===== src/rtl/mem_ctrl_arbiter.sv =====
// mem_ctrl_arbiter: byte-serial RAM/IO port shared between instruction fetch and load/store buffer (optional MC_IO_STALL_EN holds IO stores while the UART buffer is full)
module mem_ctrl_arbiter #(
  parameter int ADDR_W = 32,
  parameter logic [1:0] IO_HI = 2'b11
) (
  input  logic              clk_in,
  input  logic              rst_in,
  input  logic              rdy_in,
  input  logic              clr_in,
  input  logic              io_buffer_full,
  input  logic [7:0]        mem_din,
  output logic [7:0]        mem_dout,
  output logic [ADDR_W-1:0] mem_a,
  output logic              mem_wr,
  input  logic              if_to_mc_ready,
  input  logic [ADDR_W-1:0] if_to_mc_PC,
  output logic              mc_valid,
  output logic              mc_to_if_ready,
  output logic [31:0]       mc_to_if_inst,
  input  logic              lsb_to_mc_ready,
  input  logic              lsb_to_mc_wr,
  input  logic [ADDR_W-1:0] lsb_to_mc_addr,
  input  logic [1:0]        lsb_to_mc_size,
  input  logic [31:0]       lsb_to_mc_data,
  output logic              mc_to_lsb_ready,
  output logic [31:0]       mc_to_lsb_data
);
  typedef enum logic [1:0] {IDLE, READ, WRITE} state_t;
  state_t state;
  logic owner_lsb, wr_q;
  logic [2:0] len, cnt;
  logic [31:0] buf_q, wdata, merged;
  logic [ADDR_W-1:0] a_nxt;
  logic busy_pulse;
  // A store byte to the IO region must wait while the UART buffer cannot take it
  function automatic logic io_hold(input logic [ADDR_W-1:0] a);
`ifdef MC_IO_STALL_EN
    return io_buffer_full && a[17:16] == IO_HI;
`else
    return 1'b0 && io_buffer_full && a[17:16] == IO_HI;
`endif
  endfunction
  assign a_nxt = mem_a + 1'b1;
  assign merged = buf_q | ({24'b0, mem_din} << {cnt, 3'b0});
  assign busy_pulse = mc_to_if_ready | mc_to_lsb_ready;
  assign mem_wr = wr_q & rdy_in;
  // Arbitration, byte sequencing and result registration
  always_ff @(posedge clk_in) begin
    if (!rst_in) begin
      state <= IDLE;
      owner_lsb <= 1'b0;
      len <= '0;
      cnt <= '0;
      buf_q <= '0;
      wdata <= '0;
      wr_q <= 1'b0;
      mem_a <= '0;
      mem_dout <= '0;
      mc_valid <= 1'b0;
      mc_to_if_ready <= 1'b0;
      mc_to_if_inst <= '0;
      mc_to_lsb_ready <= 1'b0;
      mc_to_lsb_data <= '0;
    end else if (rdy_in) begin
      mc_valid <= 1'b0;
      mc_to_if_ready <= 1'b0;
      mc_to_lsb_ready <= 1'b0;
      case (state)
        IDLE: if (!clr_in && !busy_pulse) begin
          if (lsb_to_mc_ready) begin
            owner_lsb <= 1'b1;
            len <= lsb_to_mc_size == 2'b00 ? 3'd1 : lsb_to_mc_size == 2'b01 ? 3'd2 : 3'd4;
            cnt <= '0;
            buf_q <= '0;
            mem_a <= lsb_to_mc_addr;
            wdata <= lsb_to_mc_data;
            mem_dout <= lsb_to_mc_data[7:0];
            state <= lsb_to_mc_wr ? WRITE : READ;
            wr_q <= lsb_to_mc_wr && !io_hold(lsb_to_mc_addr);
          end else if (if_to_mc_ready) begin
            mc_valid <= 1'b1;
            owner_lsb <= 1'b0;
            len <= 3'd4;
            cnt <= '0;
            buf_q <= '0;
            mem_a <= if_to_mc_PC;
            wr_q <= 1'b0;
            state <= READ;
          end
        end
        READ: if (clr_in) begin
          state <= IDLE;
          wr_q <= 1'b0;
        end else if (cnt == len - 3'd1) begin
          state <= IDLE;
          if (owner_lsb) begin
            mc_to_lsb_ready <= 1'b1;
            mc_to_lsb_data <= merged;
          end else begin
            mc_to_if_ready <= 1'b1;
            mc_to_if_inst <= merged;
          end
        end else begin
          buf_q <= merged;
          cnt <= cnt + 3'd1;
          mem_a <= a_nxt;
        end
        WRITE: if (!wr_q) begin
          wr_q <= !io_hold(mem_a);
        end else if (cnt == len - 3'd1) begin
          wr_q <= 1'b0;
          mc_to_lsb_ready <= 1'b1;
          state <= IDLE;
        end else begin
          cnt <= cnt + 3'd1;
          mem_a <= a_nxt;
          wdata <= wdata >> 8;
          mem_dout <= wdata[15:8];
          wr_q <= !io_hold(a_nxt);
        end
        default: state <= IDLE;
      endcase
    end
  end
endmodule


===== config.mk =====
export PLATFORM = sky130hd
export DESIGN_NAME = mem_ctrl_arbiter
export DESIGN_NICKNAME = d
export VERILOG_FILES = /design/src/rtl/mem_ctrl_arbiter.sv
export SDC_FILE = /design/constraint.sdc
export NUM_CORES = 1
export LEC_CHECK = 0
export BUFFER_PORTS_ARGS = -buffer_cell sky130_fd_sc_hd__buf_2
export CAP_MARGIN = 20
export CORE_AREA = 8 8 133 135
export DETAILED_ROUTE_END_ITERATION = 6
export DIE_AREA = 0 0 141 143
export PLACE_DENSITY = 0.87
export SLEW_MARGIN = 20
export SYNTH_ARGS = -nofsm -noshare
export SYNTH_HDL_FRONTEND = slang
export SYNTH_SLANG_ARGS = --single-unit

===== constraint.sdc =====
create_clock -name clk_in -period 2.9 [get_ports clk_in]
set_input_delay 0 -clock clk_in [delete_from_list [all_inputs] [get_ports clk_in]]
set_output_delay 0 -clock clk_in [all_outputs]
set_load 0.02 [all_outputs]

==> key figures, run 1 <==
STA
  – Max Slew Vio Count: 0
  – Final setup violation count: 0
  – Fmax: 0.3833 GHz
  – Final TNS setup: 0 ns
  – Hold Vio Cnt, Final: 0
  – Clock period minus worst slack: 2.609 ns
  – Setup skew after layout: slightly below 0.009 ns
  – Tcrit/Tclk final: between 80% and 90%
  – Slew margin rel.: approximately a quarter
  – RSZ-0062 raised after global routing: no
  – Worst slew pin tran: 1.113 ns

Die
  – Top Ports: 222
  – Starting density of the core: 51.90%
  – Core outline area: between 15000 and 20000 sq um
  – Rows: 46
  – Die height: 143 um
  – Die ar.: about 20000 sq um
  – Die W: approximately 140 um

Yosys
  – Post-Synthesis Cells: 901
  – Syn Nets: 1022
  – Mean Syn Cell Area: around 9 sq um
  – Yosys warnings: 0
  – Synth async-reset ratio: 0%
  – Top FF cell, synth: dfxtp_1
  – Synth cell types: 62
  – Synthesized area: roughly 8100 sq um
  – Seq/Total Area, Yosys: around 43%
  – #FFs+latches synth: about 170
  – EDFF count, synth: 0

CTS
  – Clock latency on the worst-skew pair: 0.43 ns
  – Gates resized, CTS repair: 0
  – CTS Buf Count: 17
  – Longest Clk Path Bufs: 2
  – Clk root buf: clkbuf_16
  – Reg clk slew, reported paths: ~0.07 ns
  – CTS tree: built
  – CTS sink count: 173
  – H-tree depth: 4

Global route
  – Largest net degree at the start of global routing: 66
  – Vias in the first global route: 7834
  – Initial antenna violation count: 1
  – First-pass GRT wire length: 39340 um
  – Total global-route track usage: between 20% and 30%
  – Total grt overflow: 0

Setup path
  – Worst r2r dst: len[0]$_SDFFE_PN0P_
  – CP Cell Sequence: inv_1 > ha_2 > o31ai_2 > and3_1 > o21ai_0 > or3_1 > dlygate4sd3_1 > a21oi_1
  – Reg2Reg Setup Slack: 0.29 ns
  – Max stage delay on crit path: 0.56 ns
  – CP Buf/Inv Count: 2
  – Crit path max-delay family: simple AND/OR/NAND/NOR gates
  – Crit Path Max Fanout: 7
  – Worst EP arrival: 2.97 ns
  – CP Class: flop to flop
  – Worst Setup Start Kind: flop
  – Max stage delay cell, worst path: dlygate4sd3_1
  – Instance count on the critical path: 8
  – Worst setup EP type: flop
  – Reg-to-Reg Start: state[0]$_SDFFE_PN0P_
  – Required time of the critical path: 3.26 ns
  – Reg2Reg Depth: 8

Detailed routing
  – Vias per cell: 5.894
  – DRC: 0
  – DR WL/cell: 18.15 um
  – Final WL: 24550 um
  – Antenna Nets Post-Route: 0
  – DR vias: 7975
  – Initial drt markers: between 700 and 800
  – DRT Pass-1 Iters: 5

Pwr
  – Leak pwr: 4.063 nW
  – Peak VDD IR: 412.6 uV
  – Pwr per Cell Area: 547.8 nW/um^2

Layout
  – Final cell count without fillers: roughly 1400
  – Layout area overhead: 28.08%
  – Final Util: 66.48%
  – Area of the multi-input gates: 4179 sq um
  – Finished Cell Area: 10370 sq um
  – Register area: 3463 sq um
  – Fill cells: 1204
  – Proportion of layout cells with a drive suffix above 1: 28.61%
  – Final nets: around 1200

Hold path
  – Worst Min Path Start: lsb_to_mc_addr[12]
  – Worst Hold Class: primary input to flop
  – Worst hold endpoint: mem_a[12]$_SDFFE_PN0P_
  – Cells on Worst Hold Path: 5

Placement
  – GPL Wtd Cong: between 0.9 and 1
  – # port buffers: 220
  – Placed cell count: 1271
  – Placed inst area: between 9000 and 10000 sq um
  – DP HPWL: 16380 um

Run status
  – Status: complete, no violations

Flow run
  – Max-cap viol count: 0
## report_power, final
| part | switching, mW | leakage, nW | internal, mW |
|---|---|---|---|
| registers | 0.0886 | 1.40 | 2.46 |
| logic | 0.501 | 2.37 | 0.347 |
| clock network | 1.02 | 0.288 | 1.26 |
| total | 1.61 | 4.06 | 4.07 |
## metrics by stage
| stage | power [mW] | setup slack (ns) | hold WS [ns] |
|---|---|---|---|
| finish | 5.680 | 0.2914 | 0.02723 |
| CTS | 5.688 | 0.3390 | 0.01537 |
| detailed placement | 3.369 | 0.3866 | 0.2443 |
| floorplan | 3.105 | 0.7791 | 0.1483 |
| global route | 5.893 | 0.1272 | 0.05553 |
| global placement | 3.346 | 0.4313 | 0.2362 |
## synth_stat cells, types with 5 or more instances
library cell,count,area [sq um]
a211oi_2,21,262.8
nor3_1,5,25.02
a22o_1,33,289.0
a21oi_1,68,340.3
ha_1,7,87.58
and4_1,9,78.83
dfxtp_1,173,3463
inv_1,19,71.32
buf_4,14,105.1
nand2_1,36,135.1
or3_1,8,50.05
a211oi_1,78,585.6
mux2_2,10,112.6
buf_2,21,105.1
a31oi_1,7,43.79
clkbuf_1,37,138.9
o21a_1,5,37.54
mux2i_1,46,460.4
nand3_1,19,95.09
nor4_1,12,75.07
a22oi_1,12,90.09
nor2_1,126,473.0
nand2b_1,5,31.28
nand4_1,8,50.05
or4_1,5,37.54
o21ai_0,28,140.1
nor2b_1,7,43.79
buf_1,15,56.30
## metal layers
metal	GRT usage (%)	share of wire, %	vias up
met5	0	0	-
met4	13.40	4.0	0
met3	5.476	6.9	82
li1	-	-	3800
met2	40.21	49	399
met1	27.82	40	3694
## worst register-to-register path, stage by stage (launching register included)
cell and delay [ns]:
dfxtp_1 0.38, inv_1 0.09, ha_2 0.23, o31ai_2 0.10, and3_1 0.37, o21ai_0 0.27
or3_1 0.40, dlygate4sd3_1 0.56, a21oi_1 0.13
## kinds of logic after synthesis
family | synth area share (%)
xor+xnor | 0.7264
compound gates | 26.75
mux | 7.079
flops | 42.78
simple gates | 15.69
buf+inv | 5.889
fa+ha+maj | 1.082
## repair_timing
item                      CTS  global route
hold buffers               49             0
hold endpoints to repair   81             0
setup buffers               0             0
## state kept, by name, indices dropped and copies added (netlist names), 3 cells and up
register,count
mc_to_if_inst,32
len,3
cnt,3
mem_dout,7
mc_to_lsb_data,32
wdata,25
mem_a,32
buf_q,32
## how the worst max path moves through the flow
| stage | start | endpoint | slack, ns |
|---|---|---|---|
| floorplan | mem_a[0]$_SDFFE_PN0P_ | mem_a[28]$_SDFFE_PN0P_ | 0.78 |
| global placement | state[0]$_SDFFE_PN0P_ | mem_a[18]$_SDFFE_PN0P_ | 0.43 |
| detailed placement | cnt[2]$_SDFFE_PN0P_ | mc_to_if_inst[31]$_SDFFE_PN0P_ | 0.39 |
| CTS | state[0]$_SDFFE_PN0P_ | len[0]$_SDFFE_PN0P_ | 0.34 |
| global route | state[0]$_SDFFE_PN0P_ | mem_a[3]$_SDFFE_PN0P_ | 0.13 |
| finish | state[0]$_SDFFE_PN0P_ | len[0]$_SDFFE_PN0P_ | 0.29 |
## cells in the final DEF, fill, tap and decap left out, types with 7 or more instances in the layout
cell             n
buf_2          220
dfxtp_1        173
nor2_1         126
a211oi_1        78
a21oi_1         67
dlygate4sd3_1   49
mux2i_1         46
nand2_1         36
a22o_1          33
o21ai_0         28
a211oi_2        21
nand3_1         19
inv_1           18
buf_4           18
clkbuf_16       17
a22oi_1         12
nor4_1          12
mux2_2          10
or3_1            8
and4_1           8
nand4_1          8
nor2b_1          7
a31oi_1          7
## cell type report
class / count / share of cell area (%)
antenna: 1 / 0.02413
inverter: 19 / 0.7120
sequential: 173 / 33.40
timing repair buffer: 290 / 17.23
tap: 216 / 2.606
clock buffer: 19 / 4.368
clock inverter: 13 / 1.352
multi-input combinational: 622 / 40.30
No activity file was read; power rests on OpenSTA's default activity.
==> inputs of run 2 (changes only) <==
--- a/config.mk
+++ b/config.mk
@@ -7,10 +7,11 @@
 export LEC_CHECK = 0
 export BUFFER_PORTS_ARGS = -buffer_cell sky130_fd_sc_hd__buf_2
 export CAP_MARGIN = 20
-export CORE_AREA = 8 8 133 135
+export CORE_AREA = 8 8 132 134
+export CTS_BUF_LIST = sky130_fd_sc_hd__clkbuf_2
 export DETAILED_ROUTE_END_ITERATION = 6
-export DIE_AREA = 0 0 141 143
-export PLACE_DENSITY = 0.87
+export DIE_AREA = 0 0 140 142
+export PLACE_DENSITY = 0.88
 export SLEW_MARGIN = 20
 export SYNTH_ARGS = -nofsm -noshare
 export SYNTH_HDL_FRONTEND = slang
==> run 2 against run 1 <==
Power shrank 16%. Combinational power grew 15%. Via count grew 7.2%. Die area shrank 1.4%. Non-clock buffer count grew 77. Largest cell class unchanged. Setup slack lost 0.12 ns. Sequential power is essentially flat. Maximum frequency shrank 4.4%. Critical endpoint is now mem_a[8]$_SDFFE_PN0P_. Global-route usage grew 3.0 points.
==> key figures, run 2 (synthesized netlist as in run 1, its figures left out) <==
STA
  – Final setup violation count: 0 (unchanged)
  – Setup skew after layout: 0.04288 ns (+0.03408 ns)
  – Worst hold slack: 0.1247 ns (+0.09749 ns)
  – Final TNS setup: 0 ns (unchanged)
  – RSZ-0062 raised after global routing: no
  – Tcrit/Tclk final: 94.11% (+4.2 points)
  – Worst slew pin tran: 1.038 ns (-0.07499 ns)
  – Final setup margin: 0.1708 ns (-0.1206 ns)
  – Hold Vio Cnt, Final: 0 (unchanged)
  – Clock period minus worst slack: 2.729 ns (+0.1206 ns)
  – Max Slew Vio Count: 0 (unchanged)
  – Slew margin rel.: 30.27% (+5.0 points)
  – Fmax: 0.3664 GHz (-4.4%)

Layout
  – Proportion of layout cells with a drive suffix above 1: 26.67% (-1.9 points)
  – Commonest non-fill, non-tap cell in the layout: buf_2
  – Fill cells: 1119 (-7.1%)
  – Layout area overhead: 32.91%
  – Final nets: 1321 (+6.2%)
  – Final Util: 69.75% (+3.3 points)
  – Most frequent cells in the layout: 220 x buf_2, 173 x dfxtp_1, 126 x nor2_1, 126 x dlygate4sd3_1, 78 x a211oi_1

Detailed routing
  – Antenna Nets Post-Route: 0 (unchanged)
  – Vias per cell: 6.071 (+3.0%)
  – DRT Pass-1 Iters: 6 (+1)
  – DRC: 0 (unchanged)
  – DR vias: 8548 (+7.2%)
  – DR WL/cell: 19.46 um (+7.3%)
  – Initial drt markers: 773 (+5.2%)
  – Final WL: 27410 um (+12%)

Die
  – Die height: 142 um (-0.70%)
  – Die ar.: 19880 sq um (-1.4%)
  – Rows: 46 (unchanged)
  – Starting density of the core: 52.48% (+0.58 points)
  – Top Ports: 222 (unchanged)
  – Core outline area: 15420 sq um (-1.1%)
  – Die W: 140 um (-0.71%)

Setup path
  – Reg2Reg Setup Slack: 0.17 ns (-0.12 ns)
  – Worst EP arrival: 3.44 ns (+0.47 ns)
  – Worst Setup Start Kind: flop
  – Worst setup EP type: flop
  – Crit Path Max Fanout: 28 (+21)
  – Required time of the critical path: 3.61 ns (+0.35 ns)
  – CP Class: flop to flop

Pwr
  – Clk pwr share: 25.6% (-15 points)
  – Leak pwr: 4.233 nW (+4.2%)
  – Net Sw Frac: 32.07% (+3.7 points)
  – Sequential Power Share: 53.9% (+9.1 points)
  – Logic pwr share: 20.5% (+5.6 points)
  – Switching power total: 1.524 mW (-5.4%)
  – Peak VDD IR: 259.6 uV (-37%)
  – Pwr per Cell Area: 441.7 nW/um^2 (-19%)
  – Pint: 3.228 mW (-21%)

CTS
  – Clk root buf: clkbuf_2
  – H-tree depth: 4 (unchanged)
  – Reg clk slew, reported paths: 0.27 ns (+0.20 ns)
  – CTS sink count: 173 (unchanged)
  – Clock latency on the worst-skew pair: 0.75 ns (+0.32 ns)
  – CTS Buf Count: 17 (unchanged)
  – Longest Clk Path Bufs: 2 (unchanged)
  – CTS tree: built

Global route
  – Vias in the first global route: 8573 (+9.4%)
  – Total global-route track usage: 26.97% (+3.0 points)
  – Total grt overflow: 0 (unchanged)
  – First-pass GRT wire length: 43640 um (+11%)
  – Initial antenna violation count: 3 (+2)
  – Largest net degree at the start of global routing: 79 (+20%)

Placement
  – # port buffers: 220 (unchanged)
  – GPL Wtd Cong: 0.9280 (+0.51%)
  – DP HPWL: 16340 um (-0.26%)
  – Pre-CTS setup slack: 0.4204 ns (+0.03378 ns)

Flow run
  – Max-cap viol count: 0 (unchanged)

Run status
  – Status: complete, no violations

Hold path
  – Worst Hold Class: primary input to flop
==> run 2: changes by cell type in the layout (fill, tap and decap cells not counted), sizes merged <==
cell         delta
dlygate4sd3    +77
clkbuf          -2
clkinv          +2
inv             -1
clkinvlp        -1
diode           +4
==> run 2: final timing paths <==
path / startpoint / to / cells after the start
max: state[1]$_SDFFE_PN0P_ / mem_a[8]$_SDFFE_PN0P_ / 9
min: lsb_to_mc_data[15] / wdata[15]$_SDFFE_PN0P_ / 4
min reg2reg: mc_to_lsb_data[27]$_SDFFE_PN0P_ / mc_to_lsb_data[27]$_SDFFE_PN0P_ / 2
max reg2reg: state[1]$_SDFFE_PN0P_ / mem_a[8]$_SDFFE_PN0P_ / 9
==> run 2: critical path, cell delays in order, from the launching register on <==
cell	delay, ns
dfxtp_1	0.44
inv_1	0.09
ha_2	0.42
buf_4	0.30
buf_6	0.26
a211oi_1	0.08
dlygate4sd3_1	0.59
a31oi_1	0.21
o21ai_0	0.13
a21oi_1	0.17
==> run 2: routing by layer <==
layer	routed length (um)	vias to the layer above	global-route usage, %
met3	2388	147	7.313
met2	13450	521	45.50
met1	10290	3928	30.50
li1	-	3952	-
met5	0	-	0
met4	1274	0	15.20
==> run 2: per-stage QoR <==
stage	total power [mW]	instances	area, sq um
6_report	4.752	1408	10760
2_1_floorplan	3.105	901	8095
5_1_grt	4.953	1406	10750
4_1_cts	4.710	1403	10740
3_3_place_gp	3.344	1247	9265
3_5_place_dp	3.368	1247	9265
==> run 2: final cells by class <==
cell class,instances,area (sq um),share of cell area (%)
diodes,5,12.51,0.1163
clock buffers,17,85.08,0.7908
clock inverters,13,131.4,1.221
inverters,19,73.82,0.6861
multi-input cells,622,4179,38.84
flip-flops and latches,173,3463,32.19
well taps,192,240.2,2.233
repair buffers,367,2574,23.92
==> run 2: repair_timing <==
item | in CTS | in global routing
resized for setup | 0 | 1
setup buffers | 0 | 0
setup endpoints to repair | 0 | 2
endpoints found under the hold margin | 173 | 0
hold buffers | 126 | 0
==> run 2: power groups by stage <==
stage / registers, mW / logic [mW] / clock network, mW
6_report: 2.56 / 0.974 / 1.22
5_1_grt: 2.57 / 1.04 / 1.34
4_1_cts: 2.55 / 0.924 / 1.24
3_5_place_dp: 2.60 / 0.773 / 0
3_3_place_gp: 2.59 / 0.754 / 0
2_1_floorplan: 2.62 / 0.490 / 0
==> inputs of run 3 (changes only) <==
--- a/config.mk
+++ b/config.mk
@@ -5,13 +5,15 @@
 export SDC_FILE = /design/constraint.sdc
 export NUM_CORES = 1
 export LEC_CHECK = 0
+export ABC_AREA = 1
 export BUFFER_PORTS_ARGS = -buffer_cell sky130_fd_sc_hd__buf_2
 export CAP_MARGIN = 20
-export CORE_AREA = 8 8 132 134
+export CORE_AREA = 8 8 140 142
 export CTS_BUF_LIST = sky130_fd_sc_hd__clkbuf_2
 export DETAILED_ROUTE_END_ITERATION = 6
-export DIE_AREA = 0 0 140 142
-export PLACE_DENSITY = 0.88
+export DIE_AREA = 0 0 148 150
+export PLACE_DENSITY = 0.87
+export RECOVER_POWER = 25
 export SLEW_MARGIN = 20
 export SYNTH_ARGS = -nofsm -noshare
 export SYNTH_HDL_FRONTEND = slang
==> run 3 against run 2 <==
Combinational power rose by 58%. Area after synthesis rose by 15%. Sequential share of layout area fell by 2.9 points. Synthesized cell count rose by 62%. Die area rose by 12%. Critical path depth did not move. Maximum frequency fell by 4.4%. Utilization fell by 2.2 points. Clock power barely moved. Non-clock buffer count rose by 4. Worst hold slack got worse by 0.038 ns. Global-route usage rose by 1.6 points. Critical endpoint is now state[1]$_SDFFE_PN0P_. Highest routed layer is now met5.
==> key figures, run 3 <==
Layout
  – Proportion of layout cells with a drive suffix above 1: 13.91% (-13 points)
  – Fill cells: 1540 (+38%)
  – Layout area overhead: 27.02%
  – Register area: 3472 sq um (+0.25%)
  – Most frequent cells in the layout: 448 x nand2_1, 252 x nor2_1, 170 x dfxtp_1
  – Commonest non-fill, non-tap cell in the layout: nand2_1
  – Final nets: 1878 (+42%)
  – Finished Cell Area: 11840 sq um (+10%)
  – Area of the multi-input gates: 5146 sq um (+23%)
  – Final cell count without fillers: 2000 (+42%)

STA
  – Setup skew after layout: 0.04176 ns (-0.001125 ns)
  – Final setup violation count: 0 (unchanged)
  – Tcrit/Tclk final: 98.41% (+4.3 points)
  – RSZ-0062 raised after global routing: no
  – Clock period minus worst slack: 2.854 ns (+0.1248 ns)
  – Slew margin rel.: 53.34% (+23 points)
  – Final TNS setup: 0 ns (unchanged)
  – Worst slew pin tran: 0.6999 ns (-0.3380 ns)
  – Fmax: 0.3504 GHz (-4.4%)
  – Max Slew Vio Count: 0 (unchanged)
  – Hold Vio Cnt, Final: 0 (unchanged)
  – Final setup margin: 0.04605 ns (-0.1248 ns)

Pwr
  – Pwr per Cell Area: 458.7 nW/um^2 (+3.9%)
  – Leak pwr: 5.046 nW (+19%)
  – Logic pwr share: 28.3% (+7.8 points)
  – Pint: 3.456 mW (+7.1%)
  – Clk pwr share: 22.2% (-3.4 points)
  – Power Total: 5.431 mW (+14%)
  – Switching power total: 1.975 mW (+30%)
  – Net Sw Frac: 36.36% (+4.3 points)
  – Sequential Power Share: 49.5% (-4.4 points)
  – Peak VDD IR: 363.5 uV (+40%)

CTS
  – Reg clk slew, reported paths: 0.26 ns (about the same)
  – CTS tree: built
  – Clk root buf: clkbuf_2
  – Longest Clk Path Bufs: 2 (unchanged)
  – CTS Buf Count: 17 (unchanged)
  – H-tree depth: 4 (unchanged)
  – CTS sink count: 173 (unchanged)
  – Clock latency on the worst-skew pair: 0.78 ns (+0.03 ns)

Setup path
  – Required time of the critical path: 3.62 ns (about the same)
  – CP Class: flop to flop
  – Crit Path Max Fanout: 7 (-75%)
  – Worst Setup Start Kind: flop
  – Worst setup EP type: flop
  – Worst EP arrival: 3.58 ns (+0.14 ns)

Placement
  – DP HPWL: 20530 um (+26%)
  – Placed inst area: 10310 sq um (+11%)
  – Pre-CTS setup slack: 0.5704 ns (+0.1500 ns)
  – Placed cell count: 1831 (+47%)
  – GPL Wtd Cong: 0.9261 (-0.20%)
  – # port buffers: 220 (unchanged)

Detailed routing
  – DR vias: 11000 (+29%)
  – Highest routed layer: met5
  – DRT Pass-1 Iters: 6 (unchanged)
  – Met1 Routed Length: 12640 um (+23%)
  – Final WL: 32390 um (+18%)
  – DR WL/cell: 16.19 um (-17%)
  – DRC: 0 (unchanged)
  – Initial drt markers: 1138 (+47%)
  – Antenna Nets Post-Route: 0 (unchanged)
  – WL met2: 15620 um (+16%)
  – Metal3 WL: 2582 um (+8.1%)
  – Vias per cell: 5.500 (-9.4%)

Yosys
  – Share of the synthesized area in the top cell type: 37.15% (-5.6 points)
  – Post-Synthesis Cells: 1462 (+62%)
  – Syn Nets: 1583 (+55%)
  – Top-count cell post-synth: nand2_1
  – Seq/Total Area, Yosys: 37.15% (-5.6 points)
  – EDFF count, synth: 0 (unchanged)
  – Yosys top cell by area: dfxtp_1
  – #FFs+latches synth: 173 (unchanged)
  – Synth cell types: 38 (-39%)
  – Synth async-reset ratio: 0% (unchanged)
  – Largest cells by area after synthesis: dfxtp_1 37%, nand2_1 18%, nor2_1 10%, a21oi_1 7.5%, nand3_1 6.7%
  – Top FF cell, synth: dfxtp_1
  – Yosys warnings: 0 (unchanged)
  – Synthesized area: 9321 sq um (+15%)
  – Synth cell count leaders: 448 x nand2_1, 252 x nor2_1, 173 x dfxtp_1
  – Mean Syn Cell Area: 6.376 sq um (-29%)

Die
  – Die height: 150 um (+5.6%)
  – Rows: 49 (+6.5%)
  – Starting density of the core: 53.16% (+0.68 points)
  – Core outline area: 17530 sq um (+14%)
  – Die ar.: 22200 sq um (+12%)
  – Die W: 148 um (+5.7%)
  – Top Ports: 222 (unchanged)

Flow run
  – Max-cap viol count: 0 (unchanged)

Global route
  – Vias in the first global route: 10510 (+23%)
  – Total grt overflow: 0 (unchanged)
  – Largest net degree at the start of global routing: 65 (-18%)
  – Initial antenna violation count: 3 (unchanged)
  – Total global-route track usage: 28.52% (+1.6 points)
  – First-pass GRT wire length: 52010 um (+19%)

Hold path
  – Worst Hold Class: primary input to flop

Run status
  – Status: complete, no violations
[run 3: cell count changes after synthesis, sizes merged, moves of 33 or more]
cell and change:
a211oi -97, a21oi +71, a22o -33, inv +38, mux2i -46, nand2 +423, nand3 +110, nor2 +137
o21ai +54
[run 3: worst paths after layout]
path / start / end / slack, ns / cells after the start
worst max register to register: state[1]$_SDFFE_PN0P_ / state[1]$_SDFFE_PN0P_ / 0.05 / 9
worst min register to register: mem_dout[0]$_SDFFE_PN0P_ / mem_dout[0]$_SDFFE_PN0P_ / 0.48 / 2
worst max-delay path: state[1]$_SDFFE_PN0P_ / state[1]$_SDFFE_PN0P_ / 0.05 / 9
worst min-delay path: lsb_to_mc_data[7] / wdata[7]$_SDFFE_PN0P_ / 0.09 / 6
[run 3: what timing repair did]
action,CTS,global route
setup buffers,0,3
gates resized for setup,0,14
hold buffers,133,0
hold endpoints to repair,173,0
endpoints found under the setup margin,0,2
[run 3: kinds of logic after synthesis]
group	synth area share [%]
DFF	37.15
and+or+nand+nor	38.47
AOI/OAI and AO/OA	15.07
buffers and inverters	8.081
adders and majority gates	0.9396
xor gates and xnor gates	0.2819
[run 3: through the flow]
step	utilization [%]	hold slack (ns)
detailed placement	58.83	0.2787
finish	67.53	0.08657
CTS	67.60	0.04531
global route	67.53	0.05709
floorplan	-	0.1483
global placement	58.83	0.2772
[run 3: layout make-up]
| class | count | area share [%] |
|---|---|---|
| inverters | 58 | 1.881 |
| well taps | 229 | 2.420 |
| diodes | 2 | 0.04227 |
| clock buffers | 19 | 0.8031 |
| multi-input cells | 1136 | 43.46 |
| flip-flops and latches | 173 | 29.32 |
| clock inverters | 12 | 0.9511 |
| repair buffers | 371 | 21.11 |
[run 3: critical path, stage by stage (launching register included)]
cell           delay (ns)
dfxtp_4              0.43
inv_2                0.10
ha_4                 0.18
nand3_1              0.08
dlygate4sd3_1        0.64
nand2_1              0.11
dlygate4sd3_1        0.56
nand2_1              0.05
dlygate4sd3_1        0.55
a21oi_1              0.11
[run 3: power by group through the flow]
stage	logic, mW	clock network [mW]	registers, mW
2_1_floorplan	0.862	0	2.75
3_3_place_gp	1.24	0	2.72
3_5_place_dp	1.27	0	2.72
4_1_cts	1.47	1.22	2.68
5_1_grt	1.69	1.31	2.71
6_report	1.54	1.21	2.69
[run 3: metal layers]
layer | up-vias | global-route usage, %
li1 | 5295 | -
met5 | - | 0
met4 | 2 | 14.53
met2 | 550 | 48.70
met1 | 5009 | 32.66
met3 | 143 | 7.076
